## src/rtl/crypto_pkg.sv

```systemverilog
// Shared definitions for the shift/mask/offset cipher path.
// Holds the data width, the four mask words, the key field positions
// and the 16-bit rotate helpers used by both encryptor and decryptor.
package crypto_pkg;

    localparam int WIDTH = 16;
    localparam int KEY_W = 6;
    localparam int ST_W  = 2;

    // Key layout: [5:3] rotate amount, [2:1] mask key, [0] unused.
    localparam int ROT_HI = 5;
    localparam int ROT_LO = 3;
    localparam int MSK_HI = 2;
    localparam int MSK_LO = 1;

    typedef logic [ST_W-1:0]          st_t;
    typedef logic [ROT_HI-ROT_LO:0]   rot_t;
    typedef logic [MSK_HI-MSK_LO:0]   mkey_t;
    typedef logic signed [WIDTH-1:0]  word_t;

    localparam logic [WIDTH-1:0] MASK [4] = '{16'hA5C3, 16'h3C5A, 16'h0FF0, 16'hF00F};

    function automatic logic [WIDTH-1:0] rotl16(input logic [WIDTH-1:0] v, input rot_t s);
        logic [2*WIDTH-1:0] d;
        d = {v, v} << s;
        return d[2*WIDTH-1:WIDTH];
    endfunction

    function automatic logic [WIDTH-1:0] rotr16(input logic [WIDTH-1:0] v, input rot_t s);
        logic [2*WIDTH-1:0] d;
        d = {v, v} >> s;
        return d[WIDTH-1:0];
    endfunction

endpackage

```

## src/rtl/crypto_pipe_stage.sv

```systemverilog
// Generic valid/ready register slice for data plus sideband.
// Ports:
//   clk, rst         clock, synchronous active-low reset
//   in_valid/in_ready/in_data     upstream handshake and payload
//   out_valid/out_ready/out_data  downstream handshake and registered payload
// The slice accepts whenever it is empty or its content leaves this cycle,
// and holds its payload while stalled.
module crypto_pipe_stage #(
    parameter int DATA_W = 16
) (
    input  logic              clk,
    input  logic              rst,
    input  logic              in_valid,
    output logic              in_ready,
    input  logic [DATA_W-1:0] in_data,
    output logic              out_valid,
    input  logic              out_ready,
    output logic [DATA_W-1:0] out_data
);

    logic              vld_q;
    logic [DATA_W-1:0] data_q;

    assign in_ready  = !vld_q || out_ready;
    assign out_valid = vld_q;
    assign out_data  = data_q;

    always_ff @(posedge clk) begin
        if (!rst) begin
            vld_q  <= 1'b0;
            data_q <= '0;
        end else if (in_ready) begin
            vld_q <= in_valid;
            if (in_valid) begin
                data_q <= in_data;
            end
        end
    end

endmodule

```

## src/rtl/cryptoveril_decrypt.sv

```systemverilog
// Three-stage pipelined decryptor for the shift/mask/offset cipher.
// Ports:
//   clk, rst        clock, synchronous active-low reset
//   in_valid/in_ready/in_data  ciphertext handshake
//   key_bits        [5:3] rotate amount, [2:1] mask key, [0] ignored
//   resync          forces the cipher state of this word (or the counter) to 0
//   out_valid/out_ready/out_data  plaintext handshake
//   state           current cipher state counter (debug)
// Stage A undoes the offset, stage B the mask, stage C the rotate. Each
// word carries its own state and key fields so key changes only affect
// words accepted afterwards.
module cryptoveril_decrypt
    import crypto_pkg::*;
#(
    parameter int WIDTH = 16
) (
    input  logic             clk,
    input  logic             rst,
    input  logic             in_valid,
    output logic             in_ready,
    input  logic [WIDTH-1:0] in_data,
    input  logic [5:0]       key_bits,
    input  logic             resync,
    output logic             out_valid,
    input  logic             out_ready,
    output logic [WIDTH-1:0] out_data,
    output logic [1:0]       state
);

    localparam int A_W = WIDTH + ST_W + $bits(rot_t) + $bits(mkey_t);
    localparam int B_W = WIDTH + $bits(rot_t);

    st_t   st_q;
    st_t   word_st;
    rot_t  key_s;
    mkey_t key_k;
    logic  accept;
    logic  unused_key_lsb;

    logic             vld_p0, vld_p1, vld_p2;
    logic             rdy_p0, rdy_p1, rdy_p2;
    logic [A_W-1:0]   a_in, a_p0;
    logic [B_W-1:0]   b_in, b_p1;
    logic [WIDTH-1:0] c_in, c_p2;

    logic [WIDTH-1:0] x_p0;
    st_t              st_p0;
    rot_t             s_p0;
    mkey_t            k_p0;
    logic [WIDTH-1:0] y_p1;
    rot_t             s_p1;

    assign key_s          = key_bits[ROT_HI:ROT_LO];
    assign key_k          = key_bits[MSK_HI:MSK_LO];
    assign unused_key_lsb = key_bits[0];

    assign in_ready = rdy_p0;
    assign accept   = in_valid && rdy_p0;
    assign word_st  = resync ? st_t'(0) : st_q;
    assign state    = st_q;

    // Cipher state counter: advances once per accepted word, in lockstep
    // with the encryptor; a resync with an accept restarts the sequence
    // at the accepted word, so the counter lands on 1.
    always_ff @(posedge clk) begin
        if (!rst) begin
            st_q <= '0;
        end else if (accept) begin
            st_q <= word_st + st_t'(1);
        end else if (resync) begin
            st_q <= '0;
        end
    end

    // Stage A: remove the additive state offset (mod 2^16).
    assign a_in = {in_data - WIDTH'(word_st), word_st, key_s, key_k};

    crypto_pipe_stage #(.DATA_W(A_W)) u_stage_a (
        .clk       (clk),
        .rst       (rst),
        .in_valid  (in_valid),
        .in_ready  (rdy_p0),
        .in_data   (a_in),
        .out_valid (vld_p0),
        .out_ready (rdy_p1),
        .out_data  (a_p0)
    );

    assign {x_p0, st_p0, s_p0, k_p0} = a_p0;

    // Stage B: remove the state/key-selected mask.
    assign b_in = {x_p0 ^ MASK[st_p0 ^ k_p0], s_p0};

    crypto_pipe_stage #(.DATA_W(B_W)) u_stage_b (
        .clk       (clk),
        .rst       (rst),
        .in_valid  (vld_p0),
        .in_ready  (rdy_p1),
        .in_data   (b_in),
        .out_valid (vld_p1),
        .out_ready (rdy_p2),
        .out_data  (b_p1)
    );

    assign {y_p1, s_p1} = b_p1;

    // Stage C: undo the left rotate; output comes straight from this register.
    assign c_in = rotr16(y_p1, s_p1);

    crypto_pipe_stage #(.DATA_W(WIDTH)) u_stage_c (
        .clk       (clk),
        .rst       (rst),
        .in_valid  (vld_p1),
        .in_ready  (rdy_p2),
        .in_data   (c_in),
        .out_valid (vld_p2),
        .out_ready (out_ready),
        .out_data  (c_p2)
    );

    assign out_valid = vld_p2;
    assign out_data  = c_p2;

endmodule

```

## config.mk

```make
export PLATFORM = sky130hd
export DESIGN_NAME = cryptoveril_decrypt
export DESIGN_NICKNAME = d
export VERILOG_FILES = /design/src/rtl/crypto_pkg.sv /design/src/rtl/crypto_pipe_stage.sv /design/src/rtl/cryptoveril_decrypt.sv
export SDC_FILE = /design/constraint.sdc
export NUM_CORES = 1
export LEC_CHECK = 0
export ABC_AREA = 1
export BUFFER_PORTS_ARGS = -buffer_cell sky130_fd_sc_hd__buf_4
export CAP_MARGIN = 0
export CORE_AREA = 2 2 114 72
export DETAILED_ROUTE_END_ITERATION = 16
export DIE_AREA = 0 0 116 74
export PLACE_DENSITY = 0.9
export SLEW_MARGIN = 5
export SYNTH_ARGS = -nofsm -noshare
export SYNTH_HDL_FRONTEND = slang
export SYNTH_HIERARCHICAL = 1
export SYNTH_SLANG_ARGS = --single-unit
```

## constraint.sdc

```tcl
create_clock -name clk -period 4.5 [get_ports clk]
set_input_delay 0.675 -clock clk [delete_from_list [all_inputs] [get_ports clk]]
set_output_delay 0.675 -clock clk [all_outputs]
set_load 0.01 [all_outputs]
```

==> run metrics, run 1 <==
outcome completed; Worst EP arrival 1860 ps; Die Wd ~120 um; most common cell in the synthesized netlist nand2_1; Worst Setup Path Type primary input to primary output; clock latency on the worst-skew pair roughly 330 ps; worst-path maximum fanout 40; reg2reg path depth 10; dpl hpwl about 6600 um; Yosys reg bits 63; DRT Wirelength 9630 um; postcts setup bufs 0; Netlist cell types 32; # diodes 0; clock sink total 63; Final ANT Viol Nets 0; clock-pin slew on the worst setup and hold paths 60 ps; Syn. warnings 6; Syn Area/Cell 6.91 um2; Primary FF master, synth dfxtp_1; largest net degree at the start of global routing 64; startpoint types primary input; unrepaired setup endpoints after global routing false; IO Count between 40 and 50; Fmax achieved 395 MHz; Fillers 647; setup total negative slack 0 ps; asr flop ratio synth 0%; GP Congestion 0.941; CTS root buf clkbuf_16; RR Startpoint u_stage_c/out_valid; final setup fails 0; Pwr Density 343 nW/um2; Final Hold Fails 0; Rows 25; nets 695; Clock Path Buffers 2; peak supply drop 0.154 mV; Slew @ Worst Pin ~950 ps; DRT iter0 DRCs 312; GR Overflow Total 0; Setup crit start out_ready; Yosys top cell area share between 20% and 30%; Post-CTS Hold Buffers 0; Hold Crit Class flip-flop to flip-flop; Synth top cells by count nand2_1 (135), nand3_1 (92), nor2_1 (80), inv_1 (76), dfxtp_1 (63); Final Power 1670 uW; Inst Count DP 760; Post-synth EDFFs 0; GRT Total Usage 23.7%; # resized after CTS 0; clock skew about 7.4 ps; initial antenna violation count 0; max-capacitance violation count 0; CTS H-tree depth 3; CTS tree yes; vias in the first global route 3673; most area-consuming cells after synthesis dfxtp_1 (28%), nand2_1 (11%), nand3_1 (10%); Slew HR approximately 36%; R2R Setup Slk 2160 ps; Min Clock Period, post-route 2530 ps; routed vias/inst 5.30; Pre-antenna DRT Iters 8; Avg WL per Cell 12.4 um; Synth Instances 644; fin. max-slew vios 0; leading area contributor after synthesis dfxtp_1; Port-buffer cells 45; share of cells above drive strength 1 21.3%; total CTS buffers 9; DRC errors left 0; core area 7570 um2; vias 4109; critical path endpoint in_ready; die area 8580 um2; final worst-path cycle share between 50% and 60%; Setup crit end kind primary output; first-pass GRT wire length roughly 16000 um; Synth-to-Final Area Change 9.55%; Cell Count, Final, Fillers Out ~780; reg2reg end state[1]; sequential area share after synthesis between 20 and 30%; synthesized cell area 4450 um2; Die Ht around 74 um; Initial Utilization 58.8%; leakage 0.00242 uW; worst path required time 3830 ps; synthesized net count roughly 680
[layout make-up]
type                       instances  area, um2  area share, %
tap                              108        135           2.77
timing repair buffer              48        360           7.39
inverter                          83        322           6.59
multi-input combinational        458       2490           51.1
clock inverter                     6       70.1           1.44
sequential                        63       1260           25.9
clock buffer                      10        239           4.90
[state kept, by name, indices dropped and copies added, names as in the netlist]
name,count
state,2
u_stage_a/out_data,23
u_stage_a/out_valid,1
u_stage_b/out_data,19
u_stage_b/out_valid,1
u_stage_c/out_data,16
u_stage_c/out_valid,1
[metal layers]
| layer | vias to the layer above | wire length, um | track usage, % |
|---|---|---|---|
| met5 | - | 0 | 0 |
| met4 | 0 | 214 | 7.80 |
| met3 | 35 | 612 | 6.28 |
| met2 | 145 | 4490 | 39.1 |
| met1 | 1869 | 4310 | 30.7 |
| li1 | 2060 | - | - |
[stage by stage]
step	util (%)	setup slack, ps	instance area (um2)	hold slack (ps)
3_5_place_dp	60.4	1730	4570	470
5_1_grt	64.4	1820	4880	509
3_3_place_gp	60.4	1820	4570	463
6_report	64.4	1970	4880	481
2_1_floorplan	-	2260	4450	452
4_1_cts	64.4	1960	4880	485
[worst max-delay path: stages]
cell and delay, ps:
buf_4 110, inv_2 50, nand2_4 220, inv_2 150
nand2_4 260, inv_1 150, nand2_2 60, buf_4 160
[worst min-delay path by stage]
| stage | from | endpoint | slack (ps) | depth (start not counted) |
|---|---|---|---|---|
| after floorplan | u_stage_a/out_data[0] | u_stage_a/out_data[0] | 450 | 2 |
| after global routing | u_stage_a/out_data[2] | u_stage_a/out_data[2] | 510 | 2 |
| after detailed placement | u_stage_c/out_data[5] | u_stage_c/out_data[5] | 470 | 2 |
| after CTS | u_stage_c/out_data[5] | u_stage_c/out_data[5] | 480 | 2 |
| final | u_stage_c/out_data[15] | u_stage_c/out_data[15] | 480 | 2 |
| after global placement | u_stage_a/out_data[0] | u_stage_a/out_data[0] | 460 | 2 |
[power breakdown]
part	switching, uW	internal (uW)
Clock	263	445
Combinational	193	136
Sequential	40.6	596
Total	496	1180
[layout by cell type (no fill, tap or decap), drive strengths merged, types with 3 or more instances in the layout]
master,instances
a21boi,3
a21oi,58
buf,48
clkbuf,10
clkinvlp,3
dfxtp,63
ha,4
inv,83
nand2,150
nand3,124
nand3b,5
nor2,85
o21ai,3
xnor2,9
xor2,13
[logic make-up after synthesis]
kind of cell    count (synthesis)  share of synthesized area [%]
simple gates                  367                           41.2
buf+inv                       123                           15.7
compound gates                 64                           8.88
flops                          63                           28.3
xor+xnor                       22                           4.33
fa+ha+maj                       5                           1.57
Power figures use the tool's default switching activity.
==> inputs of run 2 (changes only) <==
--- a/config.mk
+++ b/config.mk
@@ -5,13 +5,13 @@
 export SDC_FILE = /design/constraint.sdc
 export NUM_CORES = 1
 export LEC_CHECK = 0
-export ABC_AREA = 1
+export ABC_AREA = 0
 export BUFFER_PORTS_ARGS = -buffer_cell sky130_fd_sc_hd__buf_4
 export CAP_MARGIN = 0
-export CORE_AREA = 2 2 114 72
+export CORE_AREA = 2 2 107 67
 export DETAILED_ROUTE_END_ITERATION = 16
-export DIE_AREA = 0 0 116 74
-export PLACE_DENSITY = 0.9
+export DIE_AREA = 0 0 109 69
+export PLACE_DENSITY = 0.88
 export SLEW_MARGIN = 5
 export SYNTH_ARGS = -nofsm -noshare
 export SYNTH_HDL_FRONTEND = slang
==> constraint.sdc (replaced) <==
create_clock -name clk -period 2.5 [get_ports clk]
set_input_delay 0.375 -clock clk [delete_from_list [all_inputs] [get_ports clk]]
set_output_delay 0.375 -clock clk [all_outputs]
set_load 0.01 [all_outputs]
==> run metrics, run 2 <==
Slew @ Worst Pin 737 ps; final core utilization 65.3%; Min Clock Period, post-route 2380 ps; fin. max-slew vios 0; initial antenna violation count 0; clock latency on the worst-skew pair 340 ps; Pwr Density 573 nW/um2; DRC errors left 0; Die Ht 69 um; Syn Area/Cell just under 9 um2; sequential area share after synthesis 34.2%; CTS tree yes; most frequent cells in the layout nand2_1 (124), mux2i_1 (69), dfxtp_1 (62); clock skew 9.90 ps; worst-path maximum fanout 4; reg2reg path depth 10; final setup fails 0; reg2reg end u_stage_a/out_data[21]; clock sink total 63; most common cell in the synthesized netlist nand2_1; Final ANT Viol Nets 0; HP Start resync; most common cell after layout, fill and taps aside nand2_1; Slew HR between 50% and 60%; DRT Wirelength approximately 7600 um; Clock Path Buffers 2; Avg WL per Cell 13.8 um; Post-CTS Hold Buffers 0; final worst-path cycle share 95.2%; Fmax achieved between 400 and 500 MHz; clock-pin slew on the worst setup and hold paths 70 ps; routed vias/inst 5.59; Initial Utilization 56.5%; synthesized net count 454; WHS Endpoint state[1]; unrepaired setup endpoints after global routing true; largest net degree at the start of global routing 53; # diodes 0; Worst EP arrival 2640 ps; die area roughly 7500 um2; first-pass GRT wire length approximately 13000 um; synthesized cell area 3690 um2; leading area contributor after synthesis dfxtp_1; outcome completed; Die Wd 109 um; Synth Instances 422; asr flop ratio synth 0%; Netlist cell types 34; Port-buffer cells 45; peak supply drop 0.363 mV; max FFs per register 23; Primary FF master, synth dfxtp_1; Syn. warnings 6; Post-synth EDFFs 0; GRT Total Usage a little over a fifth; worst hold stages 2; most area-consuming cells after synthesis dfxtp_1 (34%), mux2i_1 (19%), nand2_1 (13%); dpl hpwl 5550 um; vias 3076; Synth top cells by count nand2_1 (124), mux2i_1 (69), dfxtp_1 (63), xnor2_1 (17), xor2_1 (16); CTS H-tree depth 3; core area 6530 um2; vias in the first global route 2815; GP Congestion 0.927; Yosys top cell area share 34.2%; nets 491; Worst Setup Path Type flip-flop to flip-flop; worst path required time ~2800 ps; Hold Slack 229 ps; share of cells above drive strength 1 20.5%; DRT iter0 DRCs 237; critical-path cell list nor2b_4 -> ha_4 -> inv_4 -> fa_2 -> or4_4 -> nor4_4 -> nand3_1 -> xnor2_1 -> nand2_1 -> mux2i_1; crit-path max cell delay 560 ps; Setup crit end kind flip-flop; Pre-antenna DRT Iters 5; Synth-to-Final Area Change 15.6%; max-capacitance violation count 0; CTS root buf clkbuf_8; R2R Setup Slk 120 ps; GR Overflow Total 0; leakage 0.00177 uW; Hold Crit Class primary input to flip-flop; Yosys reg bits between 60 and 70; slowest CP cell or4_4; total CTS buffers 9; IO Count 47; startpoint types flip-flop; Rows 23; RR Startpoint state[0]; Final Hold Fails 0
-- run 2: changes by cell type after synthesis, sizes merged, moves of 11 or more --
cell | before | now
nand3 | 124 | 7
nor2 | 85 | 8
inv | 83 | 8
mux2i | 0 | 69
a21oi | 58 | 0
nand2 | 150 | 124
buf | 39 | 16
clkbuf | 1 | 14
a221oi | 0 | 11
mux2 | 0 | 11
o22ai | 0 | 11
-- run 2: report_power, final --
part           switching [uW]  leakage [uW]  internal, uW
registers                43.8      0.000515          1060
logic                     199       0.00115           180
clock network             383      0.000109           580
total                     626       0.00177          1820
-- run 2: how the worst max path moves through the flow --
| stage | startpoint | to | slack (ps) | cells past startpoint |
|---|---|---|---|---|
| finish | state[0] | u_stage_a/out_data[21] | 120 | 10 |
| global route | state[0] | u_stage_a/out_data[21] | -80 | 10 |
| CTS | state[0] | u_stage_a/out_data[15] | 70 | 10 |
| detailed placement | resync | u_stage_a/out_data[21] | -180 | 11 |
| global placement | resync | u_stage_a/out_data[15] | -160 | 11 |
| floorplan | state[0] | u_stage_a/out_data[21] | 30 | 10 |
-- run 2: area by class of cell --
| class | count | area [um2] |
|---|---|---|
| multi-input combinational | 321 | 2220 |
| fill | 554 | 2270 |
| inverter | 8 | 32.5 |
| sequential | 63 | 1260 |
| clock inverter | 4 | 70.1 |
| timing repair buffer | 56 | 433 |
| tap | 87 | 109 |
| clock buffer | 11 | 141 |
-- run 2: repair_timing --
item / in CTS / in global routing
resized for setup: 0 / 4
setup buffers: 0 / 1
hold endpoints to repair: 0 / 0
pin swaps: 1 / 1
setup endpoints to repair: 2 / 2
-- run 2: metrics by stage --
stage | cell area, um2 | power [uW] | worst slack [ps] | cells | setup TNS [ps]
3_3_place_gp | 4030 | 1480 | -161 | 534 | -528
3_5_place_dp | 4030 | 1500 | -180 | 534 | -581
4_1_cts | 4240 | 2460 | 67.6 | 549 | 0
6_report | 4270 | 2440 | 119 | 550 | 0
2_1_floorplan | 3720 | 1400 | 29.9 | 422 | 0
5_1_grt | 4270 | 2550 | -82.0 | 550 | -116
-- run 2: cell families after synthesis --
family / Yosys count / share of synthesized area [%]
multiplexers: 80 / 22.1
AO/OA/AOI/OAI: 38 / 7.49
XOR/XNOR: 33 / 7.83
adder cells (fa/ha/maj): 5 / 1.90
AND/OR/NAND/NOR: 165 / 19.9
buffers and inverters: 38 / 6.71
flip-flops: 63 / 34.2
-- run 2: layer usage --
layer | track usage (%) | wire [um]
met5 | 0 | 0
met1 | 29.5 | 3600
met4 | 5.56 | 59
met2 | 30.6 | 3320
met3 | 6.81 | 605
-- run 2: worst max-delay path: cells and delay by family (launching register included) --
kind                     cells  cell delay [ps]
XOR/XNOR                     1              170
buffers and inverters        1               30
multiplexers                 1              120
AND/OR/NAND/NOR              5             1150
flip-flops                   1              330
adder cells (fa/ha/maj)      2              490
==> inputs of run 3 (changes only) <==
--- a/config.mk
+++ b/config.mk
@@ -8,10 +8,12 @@
 export ABC_AREA = 0
 export BUFFER_PORTS_ARGS = -buffer_cell sky130_fd_sc_hd__buf_4
 export CAP_MARGIN = 0
-export CORE_AREA = 2 2 107 67
+export CELL_PAD_IN_SITES_DETAIL_PLACEMENT = 0
+export CELL_PAD_IN_SITES_GLOBAL_PLACEMENT = 1
+export CORE_AREA = 2 2 122 76
 export DETAILED_ROUTE_END_ITERATION = 16
-export DIE_AREA = 0 0 109 69
-export PLACE_DENSITY = 0.88
+export DIE_AREA = 0 0 124 78
+export PLACE_DENSITY = 0.89
 export SLEW_MARGIN = 5
 export SYNTH_ARGS = -nofsm -noshare
 export SYNTH_HDL_FRONTEND = slang
==> run metrics, run 3 (same netlist as run 2, synthesis figures left out) <==
peak supply drop ~0.32 mV; vias in the first global route 2821; grt met1 use between 20% and 30%; Slew HR 51.2%; fin. max-slew vios 0; clock skew 5.61 ps; startpoint types flip-flop; largest net degree at the start of global routing 122; final core utilization between 50 and 60%; first-pass GRT wire length around 13000 um; core area ~8500 um2; GR Overflow Total 0; Setup crit end kind flip-flop; final worst-path cycle share 95.7%; DRT iter0 DRCs 236; clock-pin slew on the worst setup and hold paths 50 ps; IO Count 47; initial antenna violation count 0; dpl ws -226 ps; unrepaired setup endpoints after global routing true; dpl hpwl 5530 um; Avg WL per Cell 13.4 um; GRT met3 Usage between 6 and 7%; Final ANT Viol Nets 0; worst path required time 2750 ps; Initial Utilization 43.7%; vias 3017; HP Start resync; Port-buffer cells 45; Slew @ Worst Pin 729 ps; final setup fails 0; Pre-antenna DRT Iters 5; # diodes 0; clock latency on the worst-skew pair between 300 and 400 ps; Final Power 2720 uW; reg2reg path depth 10; DRT Wirelength 7670 um; Rows 26; CTS H-tree depth 3; Synth-to-Final Area Change 18.3%; reg2reg end u_stage_a/out_data[21]; Die Ht 78 um; GP Congestion 0.926; Post-CTS Hold Buffers 0; worst-path maximum fanout 4; clock sink total 63; outcome completed; Min Clock Period, post-route roughly 2400 ps; total CTS buffers 9; die area 9670 um2; CTS tree yes; DRC errors left 0; Hold Crit Class primary input to flip-flop; Fillers between 800 and 900; Clock Path Buffers 2; max FFs per register 23; routed vias/inst 5.27; nets 489; most common cell after layout, fill and taps aside nand2_1; setup total negative slack 0 ps; setup ws final 107 ps; CTS root buf clkbuf_16; max-capacitance violation count 0; Worst Setup Path Type flip-flop to flip-flop; RR Startpoint state[0]; postcts setup bufs 0; Fmax achieved 418 MHz; Die Wd 124 um; share of cells above drive strength 1 20.2%; leakage approximately 0.0018 uW; GRT Total Usage 17.4%; Final Hold Fails 0; R2R Setup Slk 110 ps; Setup crit start state[0]; Worst EP arrival ~2600 ps; critical path endpoint u_stage_a/out_data[21]; most frequent cells in the layout nand2_1 (124), mux2i_1 (69), dfxtp_1 (62); GRT Max-Usage Layer met2; met2 Usage GRT between 20% and 30%; Pwr Density between 600 and 700 nW/um2
## run 3: worst min-delay path by stage
stage,cells past startpoint,endpoint,slack [ps]
2_1_floorplan,2,u_stage_b/out_data[2],430
3_3_place_gp,2,u_stage_c/out_data[15],440
6_report,2,state[1],240
3_5_place_dp,2,u_stage_c/out_data[14],450
5_1_grt,2,state[1],240
4_1_cts,2,state[1],240
## run 3: metrics by stage
stage                     area [um2]  hold slack (ps)  std cells
after detailed placement        4060              451        558
after CTS                       4360              236        573
after global routing            4370              240        573
after global placement          4060              443        558
final                           4370              244        573
after floorplan                 3720              434        422
## run 3: timing repair
item | CTS | global route
resized for setup | 0 | 3
endpoints found under the setup margin | 4 | 3
pin swaps | 1 | 1
## run 3: critical path: stages, from the launching register on
cell and delay [ps]:
dfxtp_2 320, nor2b_4 160, ha_4 140, inv_2 40, fa_2 340, or4_4 570, nor4_4 230, nand3_1 140
xnor2_1 150, nand2_1 60, mux2i_1 150
## run 3: routing by layer
layer	part of all wire [%]	wire length [um]
met1	50	3820
met3	8.0	611
met2	41	3180
met4	0.81	62
met5	0	0
## run 3: final cells by class
cell class | instances | area (um2) | share of cell area, %
clock buffers | 12 | 256 | 5.87
clock inverters | 3 | 42.5 | 0.974
inverters | 8 | 30.0 | 0.687
multi-input cells | 321 | 2220 | 50.8
flip-flops and latches | 63 | 1260 | 28.9
well taps | 112 | 140 | 3.21
repair buffers | 54 | 418 | 9.57
## run 3: where the power goes
part | internal [uW] | switching (uW)
logic | 179 | 198
clock network | 818 | 424
registers | 1060 | 43.5
total | 2050 | 666
